$ cat src/rtl/alu_regfile_seq.sv
// Register-file front end for the 16-bit ALU. It accepts rd <- rs op rt, runs IDLE -> EXEC -> WB,
// reports the result on a one-cycle strobe, and writes it back to the 8 x 16 register file (r0 reads 0).
module alu_regfile_seq (
  input  logic        clk,
  input  logic        reset,
  input  logic        cmd_valid,
  output logic        cmd_ready,
  input  logic [1:0]  cmd_op,
  input  logic [2:0]  cmd_rs,
  input  logic [2:0]  cmd_rt,
  input  logic [2:0]  cmd_rd,
  input  logic        ld_en,
  input  logic [2:0]  ld_addr,
  input  logic [15:0] ld_data,
  input  logic [2:0]  dbg_addr,
  output logic [15:0] dbg_data,
  output logic        rsp_valid,
  output logic [15:0] rsp_data,
  output logic        rsp_cout,
  output logic [1:0]  dbg_state
);

  typedef enum logic [1:0] {
    IDLE = 2'd0,
    EXEC = 2'd1,
    WB   = 2'd2
  } state_t;

  state_t      state_q, state_d;
  logic [15:0] regs_q [8];
  logic [1:0]  op_q;
  logic [2:0]  rd_q;
  logic [15:0] a_q, b_q, r_q, r_d;
  logic        c_q, c_d;
  logic [15:0] a_rd, b_rd, b_eff;
  logic [16:0] sum;
  logic        accept, wb_we;

  // Handshake: a command transfers on a rising edge where cmd_valid and cmd_ready are both high;
  // cmd_ready is high only in IDLE, and cmd_valid outside IDLE is ignored without stalling anything.
  assign cmd_ready = (state_q == IDLE);
  assign accept    = cmd_valid & cmd_ready;
  assign wb_we     = (state_q == WB) && (rd_q != 3'd0);

  assign a_rd     = (cmd_rs   == 3'd0) ? 16'h0000 : regs_q[cmd_rs];
  assign b_rd     = (cmd_rt   == 3'd0) ? 16'h0000 : regs_q[cmd_rt];
  assign dbg_data = (dbg_addr == 3'd0) ? 16'h0000 : regs_q[dbg_addr];

  assign rsp_valid = (state_q == WB);
  assign rsp_data  = r_q;
  assign rsp_cout  = c_q;
  assign dbg_state = state_q;

  always_comb begin
    state_d = state_q;
    case (state_q)
      IDLE:    if (accept) state_d = EXEC;
      EXEC:    state_d = WB;
      WB:      state_d = IDLE;
      default: state_d = IDLE;
    endcase
  end

  // op[0] selects the subtract path (~B + 1); logic ops still report that path's carry.
  always_comb begin
    b_eff = op_q[0] ? ~b_q : b_q;
    sum   = {1'b0, a_q} + {1'b0, b_eff} + {16'h0000, op_q[0]};
    c_d   = sum[16];
    case (op_q)
      2'b10:   r_d = a_q & b_q;
      2'b11:   r_d = a_q | b_q;
      default: r_d = sum[15:0];
    endcase
  end

  always_ff @(posedge clk or negedge reset) begin
    if (!reset) begin
      state_q <= IDLE;
      op_q    <= 2'b00;
      rd_q    <= 3'd0;
      a_q     <= 16'h0000;
      b_q     <= 16'h0000;
      r_q     <= 16'h0000;
      c_q     <= 1'b0;
    end else begin
      state_q <= state_d;
      if (accept) begin
        op_q <= cmd_op;
        rd_q <= cmd_rd;
        a_q  <= a_rd;
        b_q  <= b_rd;
      end
      if (state_q == EXEC) begin
        r_q <= r_d;
        c_q <= c_d;
      end
    end
  end

  // Writeback takes priority over a same-address load at the same edge.
  always_ff @(posedge clk or negedge reset) begin
    if (!reset) begin
      for (int i = 0; i < 8; i++) regs_q[i] <= 16'h0000;
    end else begin
      for (int i = 1; i < 8; i++) begin
        if (wb_we && (rd_q == 3'(i)))
          regs_q[i] <= r_q;
        else if (ld_en && (ld_addr == 3'(i)))
          regs_q[i] <= ld_data;
      end
    end
  end

endmodule

$ cat config.mk
export PLATFORM = sky130hd
export DESIGN_NAME = alu_regfile_seq
export DESIGN_NICKNAME = d
export VERILOG_FILES = /design/src/rtl/alu_regfile_seq.sv
export SDC_FILE = /design/constraint.sdc
export NUM_CORES = 1
export LEC_CHECK = 0
export ABC_AREA = 1
export BUFFER_PORTS_ARGS = -buffer_cell sky130_fd_sc_hd__buf_2
export CAP_MARGIN = 40
export CORE_MARGIN = 2
export CORE_UTILIZATION = 45
export DETAILED_ROUTE_END_ITERATION = 10
export PLACE_DENSITY = 0.58
export SLEW_MARGIN = 20
export SYNTH_ARGS = -nofsm -noshare
export SYNTH_HDL_FRONTEND = slang
export SYNTH_SLANG_ARGS = --single-unit
$ cat constraint.sdc
create_clock -name clk -period 2.6 [get_ports clk]
set_input_delay 0.52 -clock clk [delete_from_list [all_inputs] [get_ports clk]]
set_output_delay 0.52 -clock clk [all_outputs]
set_load 0.03 [all_outputs]
== Word level (Yosys, flattened, before mapping) ==
Cells that the tools add are included.

* Output and inout bits: 37
* ROM bits: 0
* Register bits after elaboration: 168
* Input port bits: 37
* Bits in writable memories: 0
* Bits in latches: 0
* Memories kept: 0
* Logic and storage cells: 102

* Muxes and demuxes: 30
* Div/mod/pow operators: 0
* Shift-type cells: 0
* $mul: 0
* Bitwise operators: 7
* Add/sub/neg operators: 2
* Reduce and logical (&&, ||, !) cells: 27
* Equality and inequality tests: 19
* Magnitude comparators: 3

{| class="wikitable"
|+ Operators by type and width
! kind !! count
|-
| 16-bit 2-to-1 mux || 24
|-
| 16-bit binary-select mux with 3-bit select || 3
|-
| 16-bit case mux with 2 select lines || 1
|-
| 3-bit == test, second input constant || 8
|-
| 16-bit by 16-bit adder with 17-bit output || 1
|-
| 17-bit by 1-bit adder with 17-bit output || 1
|-
| 16-bit AND || 1
|-
| 16-bit inverter || 1
|-
| 16-bit OR || 1
|-
| 1-bit logical AND || 15
|-
| 2-bit nonzero test || 7
|-
| 3-bit by 2-bit == test with 1-bit output, second input constant || 4
|-
| 4-bit greater-or-equal comparator, second input constant || 3
|-
| 3-bit inverter with 4-bit output || 3
|-
| 3-bit zero test || 3
|-
| 2-bit == test, second input constant || 3
|-
| 3-bit by 1-bit == test with 1-bit output, second input constant || 2
|-
| 2-bit case mux with 2 select lines || 1
|-
| 3-bit nonzero test || 1
|-
| 2-bit by 1-bit == test with 1-bit output, second input constant || 1
|-
| 2-bit zero test || 1
|-
| 2-bit 2-to-1 mux || 1
|-
| 2-bit by 1-bit inequality test with 1-bit output, second input constant || 1
|-
| 1-bit AND || 1
|}

== Longest topological paths before layout ==
Gate-level depths: netlist of run 1.

* Word-level depth: 5
* Mapped depth: 17
* Gate-level depth less buffers: 15

== Worst setup path before layout of run 1 ==
No wires, ideal clock.

* Path type: in2out
* Start point: in dbg_addr[1]
* End point: out dbg_data[10]
* Data arrival time: 1.797 ns
* Stages: 6
* Path buffers: 2
* Data required time: 2.080 ns
* Slack: 0.283 ns
* Cell sequence: buf_2 -> clkinv_1 -> clkbuf_1 -> a21oi_1 -> o21ai_0 -> a31oi_1

* Word-level cells in the longest chain between the ends: 5
* Elaborated cells on any way between the ends: 6
* Those cells by class: mux (4); bitwise (1); reduce/logical (1)

{| class="wikitable"
|+ RTL lines
! what !! line !! RTL
|-
| start, declared || 15 || <nowiki>input logic [2:0] dbg_addr,</nowiki>
|-
| 3-bit inverter with 4-bit output (not written as such) || 47 || <nowiki>assign dbg_data = (dbg_addr == 3'd0) ? 16'h0000 : regs_q[dbg_addr];</nowiki>
|-
| 16-bit binary-select mux with 3-bit select || 47 ||
|-
| 16-bit 2-to-1 mux (not written as such) (2 in a row) || 47 ||
|-
| 16-bit 2-to-1 mux (*) || 47 ||
|-
| end, declared || 16 || <nowiki>output logic [15:0] dbg_data,</nowiki>
|}

Mark *: on every way between the ends. The rest lies on a longest branch, timed or not. The select of a mux whose other input is x is not followed.

== Worst setup path after layout of run 1 ==
* Start point: in dbg_addr[0]
* End point: out dbg_data[7]

Same word-level chain as after synthesis.

==> results of run 1 <==
==> worst paths after layout <==
check / to / cells past startpoint
setup / recovery: dbg_data[7] / 7
hold / removal: rsp_data[0]$_DFFE_PN0N_ / 1
setup reg to reg: rsp_data[6]$_DFFE_PN0N_ / 11
hold reg to reg: b_q[14]$_DFFE_PN0P_ / 2
max in group asynchronous: regs_q[108]$_DFFE_PN0P_ / 2
min in group clk: rd_q[0]$_DFFE_PN0P_ / 3
==> metrics by stage <==
stage	power (W)	instance area [um^2]	hold WS [ns]	setup WS, ns	cells
floorplan	0.00828	11100	0.224	0.283	1468
global placement	0.0101	11800	0.484	0.326	1812
finish	0.0129	12400	-0.00815	0.224	1845
CTS	0.0128	12400	0.0141	0.262	1845
detailed placement	0.0102	11800	0.490	0.272	1813
global route	0.0138	12400	0.0125	0.0978	1845
==> registers in the layout, summed over array words and instances (netlist names) <==
name / flops
rsp_cout: 1
dbg_state: 2
regs_q: 112
op_q: 2
rd_q: 3
a_q: 16
rsp_data: 16
b_q: 16
==> synthesized netlist by cell type (9+ instances only) <==
cell type,n,share of area [%]
o221ai_1,96,7.6
ha_1,17,1.9
nand3_1,155,7.0
dfrtp_1,168,38
a21oi_1,159,7.2
a31oi_1,26,1.5
clkbuf_1,45,1.5
inv_1,175,5.9
o211ai_1,36,2.4
buf_4,9,0.61
o21ai_0,195,8.8
nand2_1,154,5.2
buf_2,40,1.8
inv_2,12,0.41
nor2_1,87,3.0
o2111ai_1,18,1.4
==> per-layer routing <==
layer | wire, um | GRT usage (%) | up-vias
met3 | 5240 | 10.8 | 86
met5 | 0 | 0 | -
li1 | - | - | 5306
met2 | 18300 | 49.8 | 717
met1 | 18300 | 47.2 | 5423
met4 | 1110 | 9.46 | 0
==> cells by family (layout without fill, tap and decap cells) <==
| kind of cell | count (synthesis) | in the layout | synth area share, % |
|---|---|---|---|
| adder cells (fa/ha/maj) | 18 | 18 | 2.10 |
| buffers and inverters | 292 | 345 | 11.0 |
| flip-flops | 168 | 168 | 38.0 |
| AND/OR/NAND/NOR | 432 | 432 | 17.8 |
| XOR/XNOR | 1 | 1 | 0.0792 |
| AO/OA/AOI/OAI | 557 | 557 | 31.0 |
==> power by group through the flow <==
stage	logic (W)	registers, W	clock network (W)
6_report	0.00584	0.00447	0.00260
5_1_grt	0.00653	0.00457	0.00270
2_1_floorplan	0.00382	0.00446	0
3_5_place_dp	0.00572	0.00447	0
4_1_cts	0.00575	0.00442	0.00261
3_3_place_gp	0.00567	0.00445	0
==> layout make-up <==
class	count	area share, %
clock buffer	17	3.44
multi-input combinational	1008	45.6
timing repair buffer	125	6.63
sequential	168	34.0
tap	324	3.28
clock inverter	15	1.26
inverter	188	5.71
==> flow_summary.yaml, run 1 <==
status:
  status: "complete, but fails checks"
  violations: "hold timing"
cells_and_area:
  final_cell_mix: "195 x o21ai_0, 175 x inv_1, 168 x dfrtp_1"
  fillers: 2396
  areaGrowthSynthToFinish_pct: 11.7
  regArea_um2: 4200
  final_common_cell: "o21ai_0"
  finish.utilization_pct: 50.9
  drive_gt1_share_pct: 12.8
  multi_input_area_um2: 5640
  antenna-diode-count: 0
  final_nets: 1563
placement:
  dp_hpwl_um: 30000
  io_buffers: 73
  routabilityCongestion: 0.948
synthesis:
  synth_edf_count: 0
  synth_fp_nets: 1523
  async_reset_ff_share_pct: 100
  ys_warn_count: 16
  postSynthAreaPerCell_um2: 7.53
  synth_ff_type: "dfrtp_1"
  yosysSeqAreaShare_pct: 38.0
  synth.distinct_cells: 42
  synth_cells: 1468
  ys_seq_elements: 168
  netlist_area_um2: 11100
worst_setup_path:
  path_max_fanout: 18
  path_cells: "buf_2, inv_1, buf_4, a21oi_1, o21ai_0, a31oi_1, buf_2"
  cpMaxStageDelayCell: "a31oi_1"
  reg2reg_from: "op_q[0]$_DFFE_PN0P_"
  max_stage_delay_ns: 0.26
  r2r_slack_ns: 0.34
  crit_type: "input pin to output port"
  cp_top_family: "buffers and inverters"
  startpoint: "dbg_addr[0]"
  crit_arrival_ns: 1.86
  critPathBufInv: 4
  start_kind: "input pin"
  cp-end-kind: "output port"
  path_common_cell: "buf_2"
  required_ns: 2.08
timing:
  hold_ws_ns: -0.00815
  setup_viol: 0
  slew_headroom_pct: 49.0
  tns_ns: 0
  hold_violations: 2
  tightest_slew_ns: 0.763
  timing.fmax_mhz: 421
  rsz0062_at_grt: "no"
  fin_skew_ns: 0.0136
  fin_crit_ns: 2.38
  slew_viol_final: 0
  period_share_pct: 91.4
clock_tree:
  ctsHoldBuffers: 0
  cts_tree: "yes"
  clk_pin_slew_ns: 0.08
  cts_buffer_depth: 2
  cts_setup_buffers: 0
  root_buffer: "clkbuf_16"
  htree_num_levels: 4
  cts_buffers: 17
  cts_sinks: 168
  cts_resized: 0
  clock_latency_ns: 0.45
die:
  core_um2: 24200
  pin_count: 74
  fp-row-count: 57
  start_util_pct: 45.6
  die_y_um: 161
  dieArea_um2: 25800
  die_w_um: 161
run:
  drv_cap: 0
detailed_routing:
  wl_um: 43000
  drc: 0
  drtIter0Drc: 1653
  ant_nets: 0
  vias: 11532
  wl_per_cell_um: 23.3
  first_pass_iters: 6
  vias_per_cell: 6.25
grt:
  grt_pass1_vias: 10627
  grt_max_degree: 56
  track_usage_pct: 33.6
  gr-total-overflow: 0
  grt_pass1_wl_um: 65400
  antenna_found_initial: 0
pwr:
  clockPowerShare_pct: 20.1
  internal_power_w: 0.00684
  p_switching_w: 0.00607
  combinationalPowerShare_pct: 45.2
  power_density_nw_per_um2: 1040
  p_seq_share_pct: 34.6
  leakagePower_nw: 5.50
  switching_share_pct: 47.0
  ir_worst_vdd_uv: 440
worst_hold_path:
  hold_path_class: "input pin to asynchronous set/reset pin"
Note: power is estimated with default switching activity, not from simulation.
==> run 2, diff against run 1 <==
- ABC_AREA: 1 -> default
==> run 2 against run 1 <==
The flow now finishes without violations. Register-to-register slack worse by 0.29 ns. Power up 18%. Routed wire length down 22%. Combinational power up 17%. Global-route usage down 7.4 points. Maximum frequency down 6.7%. Sequential share of layout area down 1.1 points. Synthesized cell count down 22%. Critical path depth up 3. Clock power up 10%. Sequential power up 23%. Synthesized area down 0.16%. Critical path type is now flip-flop to flip-flop. Largest cell class unchanged.
==> flow_summary.yaml, run 2 <==
status:
  status: "complete, no violations"
grt:
  antenna_found_initial: 1
  gr-total-overflow: 0
  top_usage_layer: "met2"
  grt_pass1_wl_um: 51900
  use_met1_pct: 37.8
  grt_max_degree: 58
  grt_pass1_vias: 8793
  track_usage_pct: 26.2
  grt.met3_usage_pct: 3.74
  grtUsageMet2_pct: 41.2
pwr:
  leakagePower_nw: 5.62
  totalPowerFinal_w: 0.0152
  power_density_nw_per_um2: 1190
  ir_worst_vdd_uv: 562
die:
  die_y_um: 161
  pin_count: 74
  dieArea_um2: 25800
  fp-row-count: 57
  core_um2: 24200
  die_w_um: 161
  start_util_pct: 45.7
worst_setup_path:
  max_stage_delay_ns: 0.44
  required_ns: 2.90
  reg2reg_depth: 10
  r2r_slack_ns: 0.05
  path_cells: "buf_12, xor2_1, ha_1, buf_6, a21o_1, a311o_1, a31oi_4, o21a_4, mux2i_1, nand3_1"
  start_kind: "flip-flop"
  path_max_fanout: 8
  startpoint: "op_q[0]$_DFFE_PN0P_"
  cpMaxStageDelayCell: "dfrtp_2"
  reg2reg_from: "op_q[0]$_DFFE_PN0P_"
  reg2reg_to: "rsp_data[13]$_DFFE_PN0N_"
  endpoint: "rsp_data[13]$_DFFE_PN0N_"
  crit_type: "flip-flop to flip-flop"
  cp-end-kind: "flip-flop"
  crit_arrival_ns: 2.85
clock_tree:
  clk_pin_slew_ns: 0.07
  clock_latency_ns: 0.43
  cts_tree: "yes"
  root_buffer: "clkbuf_16"
  cts_buffers: 17
  cts_sinks: 168
  htree_num_levels: 4
  cts_buffer_depth: 2
timing:
  tightest_slew_ns: 0.923
  tns_ns: 0
  fin_skew_ns: 0.0118
  fin_crit_ns: 2.55
  slew_headroom_pct: 38.4
  hold_ws_ns: 0.0851
  slew_viol_final: 0
  period_share_pct: 98.0
  setup_viol: 0
  hold_violations: 0
  timing.fmax_mhz: 393
detailed_routing:
  vias_per_cell: 5.81
  drc: 0
  vias: 8952
  wl_per_cell_um: 21.6
  drtIter0Drc: 686
  wl_um: 33400
  ant_nets: 0
  first_pass_iters: 5
synthesis:
  synth_mux_area_share_pct: 25.8
  synth_fp_nets: 1204
  synth.distinct_cells: 55
  yosysTopAreaCell: "dfrtp_1"
  async_reset_ff_share_pct: 100
  synthAdderAreaFrac_pct: 3.01
  yosysMostFrequentCell: "dfrtp_1"
  ys_seq_elements: 168
  synth.top_cell.area_share_pct: 38.1
  netlist_area_um2: 11000
  ys_warn_count: 16
  synth_compound_area_share_pct: 16.0
  yosysSeqAreaShare_pct: 38.1
  synth_ff_type: "dfrtp_1"
  yosys-top-cells-count: "168 x dfrtp_1, 143 x nand2_1, 137 x o21ai_0"
  synth_edf_count: 0
  synth.area.top_cells: "dfrtp_1 38%, mux2i_1 11%, mux4_2 9.8%"
  synth-xor-area-share_pct: 1.82
  synth-simple-area-share_pct: 10.9
  synth_cells: 1149
  synth_top_family_by_area: "multiplexers"
  postSynthAreaPerCell_um2: 9.61
placement:
  placed_area_um2: 12000
  io_buffers: 73
  dp_hpwl_um: 22000
  routabilityCongestion: 0.886
cells_and_area:
  final_cell_area_um2: 12800
  largest_register: "regs_q"
  drive_gt1_share_pct: 24.2
  areaGrowthSynthToFinish_pct: 15.7
  final_nets: 1260
  final_cell_mix: "167 x dfrtp_1, 142 x nand2_1, 124 x o21ai_0"
  final_common_cell: "dfrtp_1"
  largest_register_ffs: 112
run:
  drv_cap: 0
worst_hold_path:
  hold_path_class: "input pin to asynchronous set/reset pin"
==> run 2: cell count changes in the layout (fill, tap and decap cells not counted), moves of 46 or more <==
cell,delta
a21oi_1,-57
a22oi_1,+46
inv_1,-172
mux2_2,+54
mux2i_1,+116
mux4_2,+48
nand3_1,-150
o21ai_0,-71
o221ai_1,-96
==> run 2: power breakdown <==
| part | internal, W | switching (W) | leakage (nW) |
|---|---|---|---|
| clock | 0.00176 | 0.00110 | 0.313 |
| sequential | 0.00386 | 0.00165 | 1.98 |
| combinational | 0.00341 | 0.00344 | 3.32 |
==> run 2: repair_timing <==
action	CTS	global route
pin swaps	3	5
buffers inserted	0	7
hold buffers	0	0
gates resized for setup	8	6
endpoints found under the setup margin	4	5
gates cloned	0	1
==> run 2: cell type report <==
cell class	instances	area, um^2
clock buffers	20	457
well taps	324	405
clock inverters	10	193
repair buffers	146	1060
multi-input cells	868	6440
fillers	2201	11400
flip-flops and latches	168	4210
diodes	1	2.50
inverters	4	15.0
==> run 2: metal layers <==
layer	vias to the layer above	share of wire, %
li1	4269	-
met1	4351	46
met2	289	46
met3	43	5.9
met4	0	2.0
met5	-	0
==> run 2: worst min path at each step <==
| stage | start | end | slack [ns] | cells past startpoint |
|---|---|---|---|---|
| floorplan | reset | a_q[0]$_DFFE_PN0P_ | 0.22 | 0 |
| global placement | b_q[12]$_DFFE_PN0P_ | b_q[12]$_DFFE_PN0P_ | 0.51 | 2 |
| global route | reset | rsp_data[0]$_DFFE_PN0N_ | 0.11 | 1 |
| CTS | reset | rsp_data[0]$_DFFE_PN0N_ | 0.1 | 1 |
| finish | reset | rsp_data[0]$_DFFE_PN0N_ | 0.09 | 1 |
| detailed placement | a_q[4]$_DFFE_PN0P_ | a_q[4]$_DFFE_PN0P_ | 0.52 | 2 |
==> run 2: kinds of logic (layout without fill, tap and decap cells) <==
kind of cell / Yosys count / in the layout
AND/OR/NAND/NOR: 287 / 287
other: 0 / 1
multiplexers: 218 / 218
XOR/XNOR: 23 / 23
buffers and inverters: 113 / 180
AO/OA/AOI/OAI: 312 / 312
adder cells (fa/ha/maj): 28 / 28
flip-flops: 168 / 168
==> run 2: worst max-delay path: cells and delay by family (launching register included) <==
family	cells	cell delay, ns
muxes	1	0.18
xor gates and xnor gates	1	0.16
DFF	1	0.44
adders and majority gates	1	0.32
buffers and inverters	2	0.29
and+or+nand+nor	1	0.08
AOI/OAI and AO/OA	4	0.95
==> run 2: per-stage QoR <==
step | instances | setup slack, ns | util [%]
after floorplan | 1149 | -0.0352 | -
after global placement | 1501 | -0.0424 | 49.6
after global routing | 1540 | -0.00310 | 52.8
final | 1541 | 0.0528 | 52.9
after detailed placement | 1502 | -0.125 | 49.6
after CTS | 1532 | 0.0322 | 52.4
==> run 3, diff against run 2 <==
- CORE_UTILIZATION: 45 -> 30
- MAX_ROUTING_LAYER: default -> met4
- PLACE_DENSITY: 0.58 -> 0.41
==> run 3 against run 2 <==
Clock-buffer cell count increased by 2. Clock skew increased by 0.0017 ns. Sequential cell count did not move.
==> flow_summary.yaml, run 3 (same netlist as run 2, synthesis figures left out) <==
status:
  status: "complete, no violations"
detailed_routing:
  first_pass_iters: 5
  drtIter0Drc: 550
  wl_um: 38200
  ant_nets: 0
  vias_per_cell: 5.28
  vias: 8918
  wl_per_cell_um: 22.6
  drc: 0
worst_setup_path:
  cpMaxStageDelayCell: "or4b_1"
  cp_top_family: "compound AO/OA/AOI/OAI gates"
  crit_arrival_ns: 2.90
  critPathBufInv: 3
  path_cells: "buf_6, buf_12, xor2_1, ha_1, a211o_1, o21ai_2, buf_4, a21oi_1, or4b_1, nand3_1"
  endpoint: "rsp_data[14]$_DFFE_PN0N_"
  start_kind: "flip-flop"
  reg2reg_depth: 10
  reg2reg_from: "op_q[0]$_DFFE_PN0P_"
  crit_type: "flip-flop to flip-flop"
  path_max_fanout: 12
  startpoint: "op_q[0]$_DFFE_PN0P_"
  required_ns: 2.98
  r2r_slack_ns: 0.08
  worstSetupPathDepth: 10
  reg2reg_to: "rsp_data[14]$_DFFE_PN0N_"
  cp-end-kind: "flip-flop"
  max_stage_delay_ns: 0.47
timing:
  tightest_slew_ns: 0.575
  fin_skew_ns: 0.0135
  slew_viol_final: 0
  setup_viol: 0
  timing.fmax_mhz: 396
  hold_violations: 0
  slew_headroom_pct: 61.7
  fin_crit_ns: 2.52
  period_share_pct: 97.0
pwr:
  power_density_nw_per_um2: 1160
  combinationalPowerShare_pct: 45.4
  switching_share_pct: 42.0
  p_seq_share_pct: 37.1
  p_switching_w: 0.00634
  leakagePower_nw: 5.63
  internal_power_w: 0.00876
  ir_worst_vdd_uv: 407
  clockPowerShare_pct: 17.5
die:
  start_util_pct: 30.3
  die_y_um: 196
  die_w_um: 196
  fp-row-count: 70
  core_um2: 36400
  pin_count: 74
  dieArea_um2: 38400
worst_hold_path:
  hold_path_class: "input pin to flip-flop"
  min_delay_path_depth: 2
cells_and_area:
  fillers: 3687
  final_common_cell: "dfrtp_1"
  largest_register: "regs_q"
  final_nets: 1263
  final_cell_area_um2: 13000
  regArea_um2: 4210
  multi_input_area_um2: 6470
  antenna-diode-count: 0
  largest_register_ffs: 112
  areaGrowthSynthToFinish_pct: 17.7
  finish.utilization_pct: 35.7
  drive_gt1_share_pct: 24.9
  final_cell_mix: "167 x dfrtp_1, 142 x nand2_1, 122 x o21ai_0"
placement:
  io_buffers: 73
  placed_area_um2: 12300
  dp_hpwl_um: 25300
  routabilityCongestion: 0.799
grt:
  track_usage_pct: 21.2
  antenna_found_initial: 0
  gr-total-overflow: 0
  grt_pass1_vias: 8827
  grt_pass1_wl_um: 58400
  grt_max_degree: 60
clock_tree:
  cts_buffer_depth: 2
  cts_buffers: 17
  htree_num_levels: 4
  clock_latency_ns: 0.45
  cts_tree: "yes"
  clk_pin_slew_ns: 0.07
  root_buffer: "clkbuf_16"
  cts_sinks: 168
run:
  drv_cap: 0
run 3: worst min path at each step:
stage | from | endpoint | slack (ns)
finish | cmd_rd[2] | rd_q[2]$_DFFE_PN0P_ | 0.30
global route | cmd_rd[2] | rd_q[2]$_DFFE_PN0P_ | 0.29
global placement | reset | rsp_data[1]$_DFFE_PN0N_ | 0.41
detailed placement | reset | rsp_data[1]$_DFFE_PN0N_ | 0.41
CTS | cmd_rd[2] | rd_q[2]$_DFFE_PN0P_ | 0.28
floorplan | reset | a_q[0]$_DFFE_PN0P_ | 0.22
run 3: worst register-to-register path, cell delays in order, from the launching register on:
cell	delay [ns]
dfrtp_2	0.43
buf_6	0.14
buf_12	0.15
xor2_1	0.16
ha_1	0.33
a211o_1	0.34
o21ai_2	0.17
buf_4	0.12
a21oi_1	0.07
or4b_1	0.47
nand3_1	0.08
run 3: repair_timing:
item	4_1_cts	5_1_grt
setup endpoints to repair	5	9
cloned	0	2
buffers inserted	0	5
hold buffers	1	0
pin swaps	1	7
gates resized for setup	4	15
hold endpoints to repair	22	0
run 3: layout make-up:
cell class	instances	area share, %
clock buffers	22	3.65
clock inverters	10	0.915
inverters	4	0.116
multi-input cells	868	49.8
flip-flops and latches	168	32.4
well taps	468	4.51
repair buffers	149	8.67
run 3: stage by stage:
stage	std cells	setup TNS [ns]	setup slack, ns	hold WS [ns]	total power [W]
final	1689	0	0.0772	0.300	0.0151
after global routing	1689	-0.0108	-0.00924	0.287	0.0163
after CTS	1682	0	0.00540	0.279	0.0150
after detailed placement	1649	-0.306	-0.141	0.415	0.0123
after global placement	1649	-0.207	-0.102	0.415	0.0122
after floorplan	1149	-0.0352	-0.0352	0.224	0.00989
run 3: per-layer routing:
layer / routed length [um] / GRT usage (%)
met4: 429 / 4.94
met2: 17800 / 32.6
met3: 1440 / 2.63
met1: 18600 / 29.7
met5: 0 / -
run 3: power by group through the flow:
stage / Combinational [W] / Clock (W) / Sequential (W)
after floorplan: 0.00491 / 0 / 0.00498
after detailed placement: 0.00666 / 0 / 0.00563
after global routing: 0.00761 / 0.00281 / 0.00585
after global placement: 0.00663 / 0 / 0.00561
after CTS: 0.00673 / 0.00272 / 0.00559
final: 0.00685 / 0.00264 / 0.00561
